File: src/rtl/rdx_pkg.sv
// rdx_pkg: shared types, widths and helpers for the mixed-radix twiddle index generator.
// Config legality helper is only referenced when RDX_IDX_ERR_EN is defined.
package rdx_pkg;

   localparam int RDX_MAX_LANE = 5;
   localparam int RDX_WIDX     = 12;

   typedef logic [RDX_WIDX-1:0] rdx_idx_t;
   typedef rdx_idx_t [0:RDX_MAX_LANE-1] rdx_lane_idx_t;

   typedef enum logic [1:0] {IDLE, RUN, DONE} rdx_idx_state_e;

   // A config is legal when r is 2..5 and M is an exact multiple of r.
   function automatic logic rdx_cfg_legal(input logic [2:0] r, input rdx_idx_t m);
      logic ok;
      case (r)
         3'd2:    ok = (m % rdx_idx_t'(2)) == '0;
         3'd3:    ok = (m % rdx_idx_t'(3)) == '0;
         3'd4:    ok = (m % rdx_idx_t'(4)) == '0;
         3'd5:    ok = (m % rdx_idx_t'(5)) == '0;
         default: ok = 1'b0;
      endcase
      return ok;
   endfunction

endpackage

File: src/rtl/rdx_twdl_idx_gen_if.sv
// rdx_twdl_idx_gen_if: config strobe, butterfly valid and per-lane index outputs.
// Macro RDX_IDX_ERR_EN adds the err_sticky status signal.
interface rdx_twdl_idx_gen_if
   import rdx_pkg::*;
#(
   parameter int wIdx  = RDX_WIDX,
   parameter int nLane = RDX_MAX_LANE
) ();

   logic                          cfg_load;
   logic [2:0]                    cfg_factor;
   logic [wIdx-1:0]               cfg_demontr;
   logic [wIdx-1:0]               cfg_nbfly;
   logic                          in_val;
   logic                          out_val;
   logic [0:nLane-1][wIdx-1:0]    twdl_numrtr;
   logic [wIdx-1:0]               twdl_demontr;
   logic [2:0]                    factor;
   logic                          busy;
   logic                          frame_done;
`ifdef RDX_IDX_ERR_EN
   logic                          err_sticky;
`endif

   modport master (
      output cfg_load, cfg_factor, cfg_demontr, cfg_nbfly, in_val,
      input  out_val, twdl_numrtr, twdl_demontr, factor, busy, frame_done
`ifdef RDX_IDX_ERR_EN
      , input err_sticky
`endif
   );

   modport slave (
      input  cfg_load, cfg_factor, cfg_demontr, cfg_nbfly, in_val,
      output out_val, twdl_numrtr, twdl_demontr, factor, busy, frame_done
`ifdef RDX_IDX_ERR_EN
      , output err_sticky
`endif
   );

endinterface

File: src/rtl/rdx_len_div.sv
// rdx_len_div: derives L = M / r by repeated subtraction; done stays high until the next start.
module rdx_len_div
   import rdx_pkg::*;
#(
   parameter int wIdx = RDX_WIDX
) (
   input  logic            clk,
   input  logic            rst,
   input  logic            start,
   input  logic [wIdx-1:0] dividend,
   input  logic [2:0]      divisor,
   output logic            done,
   output logic [wIdx-1:0] quotient
);

   localparam logic [wIdx-1:0] ONE = wIdx'(1);

   logic [wIdx-1:0] rem;
   logic [wIdx-1:0] div_ext;
   logic            active;

   assign div_ext = wIdx'(divisor);

   // Subtract one divisor per cycle; a zero divisor terminates at once so the unit can never stall.
   always_ff @(posedge clk) begin
      if (rst) begin
         rem      <= '0;
         quotient <= '0;
         active   <= 1'b0;
         done     <= 1'b0;
      end else if (start) begin
         rem      <= dividend;
         quotient <= '0;
         active   <= 1'b1;
         done     <= 1'b0;
      end else if (active) begin
         if ((div_ext != '0) && (rem >= div_ext)) begin
            rem      <= rem - div_ext;
            quotient <= quotient + ONE;
         end else begin
            active <= 1'b0;
            done   <= 1'b1;
         end
      end
   end

endmodule

File: src/rtl/rdx_twdl_idx_gen.sv
// rdx_twdl_idx_gen: per-lane twiddle numerators (i*k mod M) for one mixed-radix stage.
// Optional feature macro: RDX_IDX_ERR_EN (err_sticky output and config checks).
module rdx_twdl_idx_gen
   import rdx_pkg::*;
#(
   parameter int wIdx  = RDX_WIDX,
   parameter int nLane = RDX_MAX_LANE
) (
   input  logic               clk,
   input  logic               rst,
   rdx_twdl_idx_gen_if.slave  bus
);

   localparam logic [wIdx-1:0] ONE = wIdx'(1);

   rdx_idx_state_e               state;
   rdx_idx_state_e               state_nxt;
   logic [0:nLane-1][wIdx-1:0]   acc;
   logic [0:nLane-1][wIdx-1:0]   acc_nxt;
   logic [0:nLane-1][wIdx:0]     acc_sum;
   logic [0:nLane-1][wIdx-1:0]   lane_out;
   logic [wIdx-1:0]              kcnt;
   logic [wIdx-1:0]              bcnt;
   logic [wIdx-1:0]              m_reg;
   logic [wIdx-1:0]              nbfly_reg;
   logic [2:0]                   r_reg;
   logic [wIdx-1:0]              l_val;
   logic                         l_ready;
   logic                         cfg_ok;
   logic                         load_go;
   logic                         fire;
   logic                         last_bfly;
   logic                         k_wrap;

`ifdef RDX_IDX_ERR_EN
   logic err_q;
   assign cfg_ok         = rdx_cfg_legal(bus.cfg_factor, bus.cfg_demontr);
   assign bus.err_sticky = err_q;
`else
   assign cfg_ok = 1'b1;
`endif

   assign load_go   = bus.cfg_load && cfg_ok;
   assign fire      = (state == RUN) && l_ready && bus.in_val && !bus.cfg_load;
   assign last_bfly = (bcnt == (nbfly_reg - ONE));
   assign k_wrap    = (kcnt == (l_val - ONE));

   rdx_len_div #(.wIdx(wIdx)) u_len_div (
      .clk      (clk),
      .rst      (rst),
      .start    (load_go),
      .dividend (bus.cfg_demontr),
      .divisor  (bus.cfg_factor),
      .done     (l_ready),
      .quotient (l_val)
   );

   // State register.
   always_ff @(posedge clk) begin
      if (rst) state <= IDLE;
      else     state <= state_nxt;
   end

   // Next state: any cfg_load restarts (or, if illegal, parks in IDLE); otherwise run the frame.
   always_comb begin
      state_nxt = state;
      if (bus.cfg_load) begin
         state_nxt = load_go ? RUN : IDLE;
      end else begin
         case (state)
            IDLE:    state_nxt = IDLE;
            RUN:     if (fire && last_bfly) state_nxt = DONE;
            DONE:    state_nxt = IDLE;
            default: state_nxt = IDLE;
         endcase
      end
   end

   // State-decoded outputs: busy only once L is known, frame_done for the single DONE cycle.
   always_comb begin
      bus.busy       = (state == RUN) && l_ready;
      bus.frame_done = (state == DONE);
   end

   // Modular accumulator step and lane masking; one subtraction is enough since i < r <= M/2.
   always_comb begin
      acc_sum  = '0;
      acc_nxt  = '0;
      lane_out = '0;
      for (int i = 0; i < nLane; i++) begin
         acc_sum[i] = {1'b0, acc[i]} + (wIdx+1)'(i);
         acc_nxt[i] = (acc_sum[i] >= {1'b0, m_reg}) ? (acc_sum[i][wIdx-1:0] - m_reg)
                                                    : acc_sum[i][wIdx-1:0];
         if ((i != 0) && (i < int'(r_reg))) lane_out[i] = acc[i];
      end
   end

   // Config latch, accumulators, counters and registered index outputs.
   always_ff @(posedge clk) begin
      if (rst) begin
         acc              <= '0;
         kcnt             <= '0;
         bcnt             <= '0;
         m_reg            <= '0;
         nbfly_reg        <= '0;
         r_reg            <= '0;
         bus.out_val      <= 1'b0;
         bus.twdl_numrtr  <= '0;
         bus.twdl_demontr <= '0;
         bus.factor       <= '0;
      end else begin
         bus.out_val <= fire;
         if (bus.cfg_load) begin
            m_reg            <= bus.cfg_demontr;
            nbfly_reg        <= bus.cfg_nbfly;
            r_reg            <= bus.cfg_factor;
            bus.twdl_demontr <= bus.cfg_demontr;
            bus.factor       <= bus.cfg_factor;
            acc              <= '0;
            kcnt             <= '0;
            bcnt             <= '0;
         end else if (fire) begin
            bus.twdl_numrtr <= lane_out;
            bcnt            <= bcnt + ONE;
            if (k_wrap) begin
               acc  <= '0;
               kcnt <= '0;
            end else begin
               acc  <= acc_nxt;
               kcnt <= kcnt + ONE;
            end
         end
      end
   end

`ifdef RDX_IDX_ERR_EN
   // Sticky error: stray in_val outside RUN or an illegal config load; only reset clears it.
   always_ff @(posedge clk) begin
      if (rst)                                          err_q <= 1'b0;
      else if ((bus.in_val && (state != RUN)) ||
               (bus.cfg_load && !cfg_ok))               err_q <= 1'b1;
   end
`endif

endmodule
File: src/flat_wrapper.sv
// flat-port wrapper written by rule: the top's interface ports become plain ports
module rdx_twdl_idx_gen_flat import rdx_pkg::*;
#(
   parameter int wIdx  = RDX_WIDX,
   parameter int nLane = RDX_MAX_LANE
)
  (clk, rst, bus_cfg_load, bus_cfg_factor, bus_cfg_demontr, bus_cfg_nbfly, bus_in_val, bus_out_val, bus_twdl_numrtr, bus_twdl_demontr, bus_factor, bus_busy, bus_frame_done);
  rdx_twdl_idx_gen_if #(.wIdx(wIdx), .nLane(nLane)) bus_i ();
  input  logic clk;
  input  logic rst;
  input wire logic [$bits(bus_i.cfg_load)-1:0] bus_cfg_load;
  input wire logic [$bits(bus_i.cfg_factor)-1:0] bus_cfg_factor;
  input wire logic [$bits(bus_i.cfg_demontr)-1:0] bus_cfg_demontr;
  input wire logic [$bits(bus_i.cfg_nbfly)-1:0] bus_cfg_nbfly;
  input wire logic [$bits(bus_i.in_val)-1:0] bus_in_val;
  output wire logic [$bits(bus_i.out_val)-1:0] bus_out_val;
  output wire logic [$bits(bus_i.twdl_numrtr)-1:0] bus_twdl_numrtr;
  output wire logic [$bits(bus_i.twdl_demontr)-1:0] bus_twdl_demontr;
  output wire logic [$bits(bus_i.factor)-1:0] bus_factor;
  output wire logic [$bits(bus_i.busy)-1:0] bus_busy;
  output wire logic [$bits(bus_i.frame_done)-1:0] bus_frame_done;
  assign bus_i.cfg_load = bus_cfg_load;
  assign bus_i.cfg_factor = bus_cfg_factor;
  assign bus_i.cfg_demontr = bus_cfg_demontr;
  assign bus_i.cfg_nbfly = bus_cfg_nbfly;
  assign bus_i.in_val = bus_in_val;
  assign bus_out_val = bus_i.out_val;
  assign bus_twdl_numrtr = bus_i.twdl_numrtr;
  assign bus_twdl_demontr = bus_i.twdl_demontr;
  assign bus_factor = bus_i.factor;
  assign bus_busy = bus_i.busy;
  assign bus_frame_done = bus_i.frame_done;
  rdx_twdl_idx_gen #(.wIdx(wIdx), .nLane(nLane)) u_core (.clk(clk), .rst(rst), .bus(bus_i));
endmodule
File: config.mk
export PLATFORM = sky130hd
export DESIGN_NAME = rdx_twdl_idx_gen_flat
export DESIGN_NICKNAME = d
export VERILOG_FILES = /design/src/rtl/rdx_pkg.sv /design/src/rtl/rdx_twdl_idx_gen_if.sv /design/src/rtl/rdx_len_div.sv /design/src/rtl/rdx_twdl_idx_gen.sv /design/src/flat_wrapper.sv
export SDC_FILE = /design/constraint.sdc
export NUM_CORES = 1
export LEC_CHECK = 0
export ABC_AREA = 0
export CORE_AREA = 2 2 179 181
export DETAILED_ROUTE_END_ITERATION = 16
export DIE_AREA = 0 0 181 183
export SYNTH_ARGS = -nofsm -noshare
export SYNTH_HDL_FRONTEND = slang
export SYNTH_SLANG_ARGS = --single-unit
File: constraint.sdc
create_clock -name clk -period 4.2 [get_ports clk]
set_clock_uncertainty 0.2 [all_clocks]
set_input_delay 0.42 -clock clk [delete_from_list [all_inputs] [get_ports clk]]
set_output_delay 0.42 -clock clk [all_outputs]
set_load 0.1 [all_outputs]
## After elaboration in Yosys (flattened, before gate mapping)

Index checks and enable logic that the tools add are counted.

- Bits in registers: 188
- Input bits: 31
- Output and inout port bits: 78

- $add $sub $neg: 15
- $lt $le $gt $ge: 10
- Equality and inequality tests: 5
- Multiplexer cells: 20
- Bitwise operators: 3
- Reductions and logical operators: 17

Operators with widths:

| cell | count |
|---|---|
| $mux W12 | 13 |
| $mux W60 | 1 |
| $sub A12 B12 Y12 | 5 |
| $ge A13 B12 Y1 | 4 |
| $add A12 B1 Y12 const B | 3 |
| $add A12 B2 Y13 const B | 2 |
| $eq A12 B12 Y1 | 2 |
| $sub A12 B1 Y12 const B | 2 |
| $add A12 B1 Y13 const B | 1 |
| $add A12 B3 Y13 const B | 1 |
| $ge A12 B12 Y1 | 1 |
| $ge A12 B3 Y1 | 1 |
| $reduce_bool A12 Y1 | 1 |
| $sub A12 B3 Y12 | 1 |
| $reduce_and A2 Y1 | 5 |
| $lt A2 B3 Y1 const A | 2 |
| $mux W1 | 6 |
| $reduce_bool A2 Y1 | 3 |
| $logic_and A1 B1 Y1 | 5 |
| $lt A1 B3 Y1 const A | 1 |
| $lt A3 B3 Y1 const A | 1 |
| $ne A3 B2 Y1 const B | 1 |
| $not A1 Y1 | 3 |
| $reduce_or A3 Y1 | 1 |
| other kinds (4) | 4 |

## Depth between registers and ports, before layout

- Depth after elaboration: 8
- Mapped depth: 14
- Depth with buffers taken out: 13

## Hierarchy

From an unflattened synthesis, not the netlist that was laid out.

- Cell total of the unflattened synthesis: 1302
- Area, all modules: 11143.2 µm²

Modules (own cells, without submodules):

| module | times used | cells an instance | area an instance (µm²) | sequential area each (µm²) |
|---|---|---|---|---|
| rdx_twdl_idx_gen | 1 | 1134 | 9527.9 | 3002.9 |
| rdx_len_div | 1 | 168 | 1615.3 | 520.5 |

## Worst setup path before layout

No wires, ideal clock.

- Kind: register to register
- From: reg u_core.m_reg[1]
- To: reg u_core.acc[40] (netlist name)
- Library setup time: 0.130 ns
- Data arrival time: 3.828 ns
- Data required time: 3.870 ns
- Slack: 0.042 ns
- Stages on the path, launching flop included: 11
- Path buffers: 1
- Path through: dfxtp_1 inv_1 ha_1 nor2b_1 o31a_1 o221ai_1 a21oi_1 a41oi_1 clkbuf_1 mux2i_1 o22ai_4

- Longest elaborated chain between the ends: 3
- Elaborated cells between the ends (all ways): 4

Ends and longest elaborated chain:

| item | line | text |
|---|---|---|
| from (decl) | rdx_twdl_idx_gen.sv:24 | `logic [wIdx-1:0] m_reg;` |
| from (signal assigned) | rdx_twdl_idx_gen.sv:114 | `m_reg <= bus.cfg_demontr;` |
| $sub A12 B12 Y12 or $ge A13 B12 Y1 (tied branches) | rdx_twdl_idx_gen.sv:92 | `acc_nxt[i] = (acc_sum[i] >= {1'b0, m_reg}) ? (acc_sum[i][wIdx-1:0] - m_reg)` |
| $mux W12 (*) | rdx_twdl_idx_gen.sv:92 |  |
| $mux W60 (*) | rdx_twdl_idx_gen.sv:125 | `if (k_wrap) begin` |
| to (signal assigned) | rdx_twdl_idx_gen.sv:129 | `acc <= acc_nxt;` |
| to (decl) | rdx_twdl_idx_gen.sv:18 | `logic [0:nLane-1][wIdx-1:0] acc;` |

Every way passes the cells marked *; elsewhere a longest branch is shown, timed or not.
A chain may end at the register's enable or synchronous reset.

## Worst setup path in the final report

- From: reg u_core.acc[14] (netlist name)
- To: reg u_core.acc[20] (netlist name)

- Longest elaborated chain between the ends: 4
- Elaborated cells between the ends (all ways): 5

Ends and longest elaborated chain:

| item | line | text |
|---|---|---|
| $add A12 B2 Y13 (*) | rdx_twdl_idx_gen.sv:91 | `acc_sum[i] = {1'b0, acc[i]} + (wIdx+1)'(i);` |
| $sub A12 B12 Y12 or $ge A13 B12 Y1 (tied branches) | rdx_twdl_idx_gen.sv:92 |  |
| $mux W12 (*) | rdx_twdl_idx_gen.sv:92 |  |
| $mux W60 (*) | rdx_twdl_idx_gen.sv:125 |  |

Marked as above.

==> metrics.cfg <==
[critical_path]
slowest_stage=a211oi_1
cpPeakStageDelay_ns=0.48
cp_max_fo=7
crit_path_start=u_core.acc[14]
reg2regPathDepth=13
path_class=register to register
cp-end-kind=register
cp_top_family=compound AO/OA/AOI/OAI gates
start_kind=register
crit_top_cell=nand3_1
r2r_setup_slack_ns=0.37
r2r-start=u_core.acc[14]
worstPathRequired_ns=4.38
arrival_ns=4.01
worst_r2r_endpoint=u_core.acc[20]
path_buf_inv=1
critical_path.cell_chain=and4_1 > nand3_1 > nor2_1 > nand3_1 > xnor2_1 > ha_1 > a21oi_1 > o31ai_1 > a211oi_1 > o31ai_2 > buf_4 > o41ai_1 > o2bb2ai_1

[clock_network]
clock_path_buffers=2
cts_tree=built
cts.clk_slew.worst_paths_ns=0.08
insertion_delay_ns=0.45
cts-buffers-inserted=17
postCtsHoldBufs=0
clock_sinks=176
htree_levels=4
cts_setup_buffers=0
cts_resized=0
cts_root_buf=clkbuf_16

[status]
status=completed

[route]
via_per_inst=5.32
dr.pass1.iters=5
wl_met1_um=13700
ant_nets=0
routed.top_layer=met4
post_drt_wl_per_cell_um=17.0
drtIter0Drc=634
dr_wl_met3_um=1140
wl_met2_um=14200
routed_wirelength_um=29400
drc=0
dr_total_vias=9228

[floorplan]
core_mm2=0.0312
ios=109
dieWidth_um=181
die_h_um=183
placementRows=65
start_util=0.346
die_area_mm2=0.0331

[yosys]
synth_seq_area_share=0.326
muxShareOfSynthArea=0.0582
synth_edf_count=0
synth_top_family_by_area=compound AO/OA/AOI/OAI gates
ys_seq_elements=176
synth_fa_ha_area_frac=0.0788
synth_xor_area_frac=0.108
synth_cell_types=67
avgSynthCellArea_um2=8.71
synthFlopType=dfxtp_1
synth_simple_gate_area_share=0.179
ys_warn_count=0
synthArstFlopShare=0
syn-cell-area_mm2=0.0108
synthCells=1240
synth_compound_area_frac=0.199

[placed_design]
io_buffers=96
place_hpwl_um=21400
placed_area_mm2=0.0121
place_congestion=0.872
place_inst=1701

[sta]
max_slew_margin=0.319
period_share=0.912
hold_viol_final=0
whs_ns=0.197
fin_setup_tns_ns=0
drv_slew=0
min_period_ns=3.83
grt_setup_unrepaired=false
fmax_mhz=261
setup_viol_count_final=0
tightest_slew_ns=1.02

[finish]
nets=1414
layoutNonFillerInstCount=1733
reg.largest.list=u_core.acc (48), u_core.bus.twdl_numrtr (48)
area_growth_pct=18.2
drive_gt1_frac=0.0849
antennaDiodeCount=0
design_area_mm2=0.0128

[power_and_ir_drop]
ir_drop_mv=0.281
cellPowerDensity_mw_per_mm2=320
cellLeakagePower_uw=0.00500

[grt]
grt_max_degree=49
antenna_found_initial=0
grt_pass1_vias=9068
grt_pass1_wl_um=47600
track_usage=0.178
grt_overflow=0

[worst_hold_path]
holdPathEnd=u_core.m_reg[6]
min-delay-start=rst
hold_path_class=input port to register
holdPathStages=2

[job]
cap_violations=0

-- worst max path at each step --
stage / to / slack (ns) / depth (start not counted)
floorplan: u_core.acc[40] / 0.04 / 10
global placement: u_core.acc[20] / 0.48 / 13
detailed placement: u_core.acc[21] / 0.48 / 13
CTS: u_core.acc[20] / 0.42 / 13
global route: u_core.acc[20] / 0.09 / 13
finish: u_core.acc[20] / 0.37 / 13
-- placed cells by master (no fill, tap or decap), types with 43 or more instances in the layout --
cell,synthesis,layout
xnor2_1,74,74
dfxtp_1,176,176
a22o_1,55,55
mux2i_1,56,56
nor2_1,109,107
nand3_1,43,43
a21oi_1,51,51
nand2_1,84,84
inv_1,49,49
ha_1,60,60
clkdlybuf4s50_1,0,94
xor2_1,59,59
-- worst reg2reg max path: stages (launching register included) --
cell and delay, ns:
dfxtp_1 0.44, and4_1 0.28, nand3_1 0.16, nor2_1 0.32
nand3_1 0.14, xnor2_1 0.22, ha_1 0.32, a21oi_1 0.16
o31ai_1 0.08, a211oi_1 0.48, o31ai_2 0.30, buf_4 0.25
o41ai_1 0.25, o2bb2ai_1 0.15
-- cell usage after synthesis, types with 12 or more instances --
cell / n / area share
and3_1: 15 / 0.0087
nor4_1: 12 / 0.0070
buf_4: 13 / 0.0090
nor3_1: 36 / 0.017
ha_1: 60 / 0.070
o31ai_1: 16 / 0.011
nor2_1: 109 / 0.038
o21ai_0: 26 / 0.012
nor2b_1: 23 / 0.013
dfxtp_1: 176 / 0.33
a21oi_1: 51 / 0.024
nand3_1: 43 / 0.020
o21ai_2: 26 / 0.021
o21a_1: 16 / 0.011
nand4_1: 21 / 0.012
xnor2_1: 74 / 0.060
xor2_1: 59 / 0.048
nand2_1: 84 / 0.029
a22o_1: 55 / 0.045
or3_1: 17 / 0.0098
mux2i_1: 56 / 0.052
inv_1: 49 / 0.017
clkbuf_1: 45 / 0.016
-- layout make-up --
| type | count | area, um2 |
|---|---|---|
| inverter | 49 | 184 |
| clock buffer | 17 | 425 |
| tap | 402 | 503 |
| fill | 3154 | 18500 |
| timing repair buffer | 122 | 1160 |
| clock inverter | 15 | 189 |
| multi-input combinational | 952 | 6780 |
| sequential | 176 | 3520 |
-- logic make-up after synthesis --
family                   after synthesis
AO/OA/AOI/OAI                        284
XOR/XNOR                             133
adder cells (fa/ha/maj)               65
buffers and inverters                123
flip-flops                           176
multiplexers                          62
other                                  1
AND/OR/NAND/NOR                      396
-- per-stage QoR --
step / total power, uW / setup slack (ns) / utilization
2_1_floorplan: 2290 / 0.0425 / -
3_3_place_gp: 2460 / 0.485 / 0.389
3_5_place_dp: 2460 / 0.485 / 0.389
4_1_cts: 4120 / 0.417 / 0.409
5_1_grt: 4250 / 0.0906 / 0.409
6_report: 4090 / 0.370 / 0.409
-- metal layers --
layer / vias to the layer above / GRT usage
met5: - / 0
met4: 0 / 0.0459
met3: 31 / 0.0312
met2: 180 / 0.313
met1: 4412 / 0.227
li1: 4605 / -
-- where the power goes --
group          internal (uW)  switching [uW]
Clock                    811             845
Combinational            266             440
Sequential              1690            29.3
(Power assumes the default switching activity.)
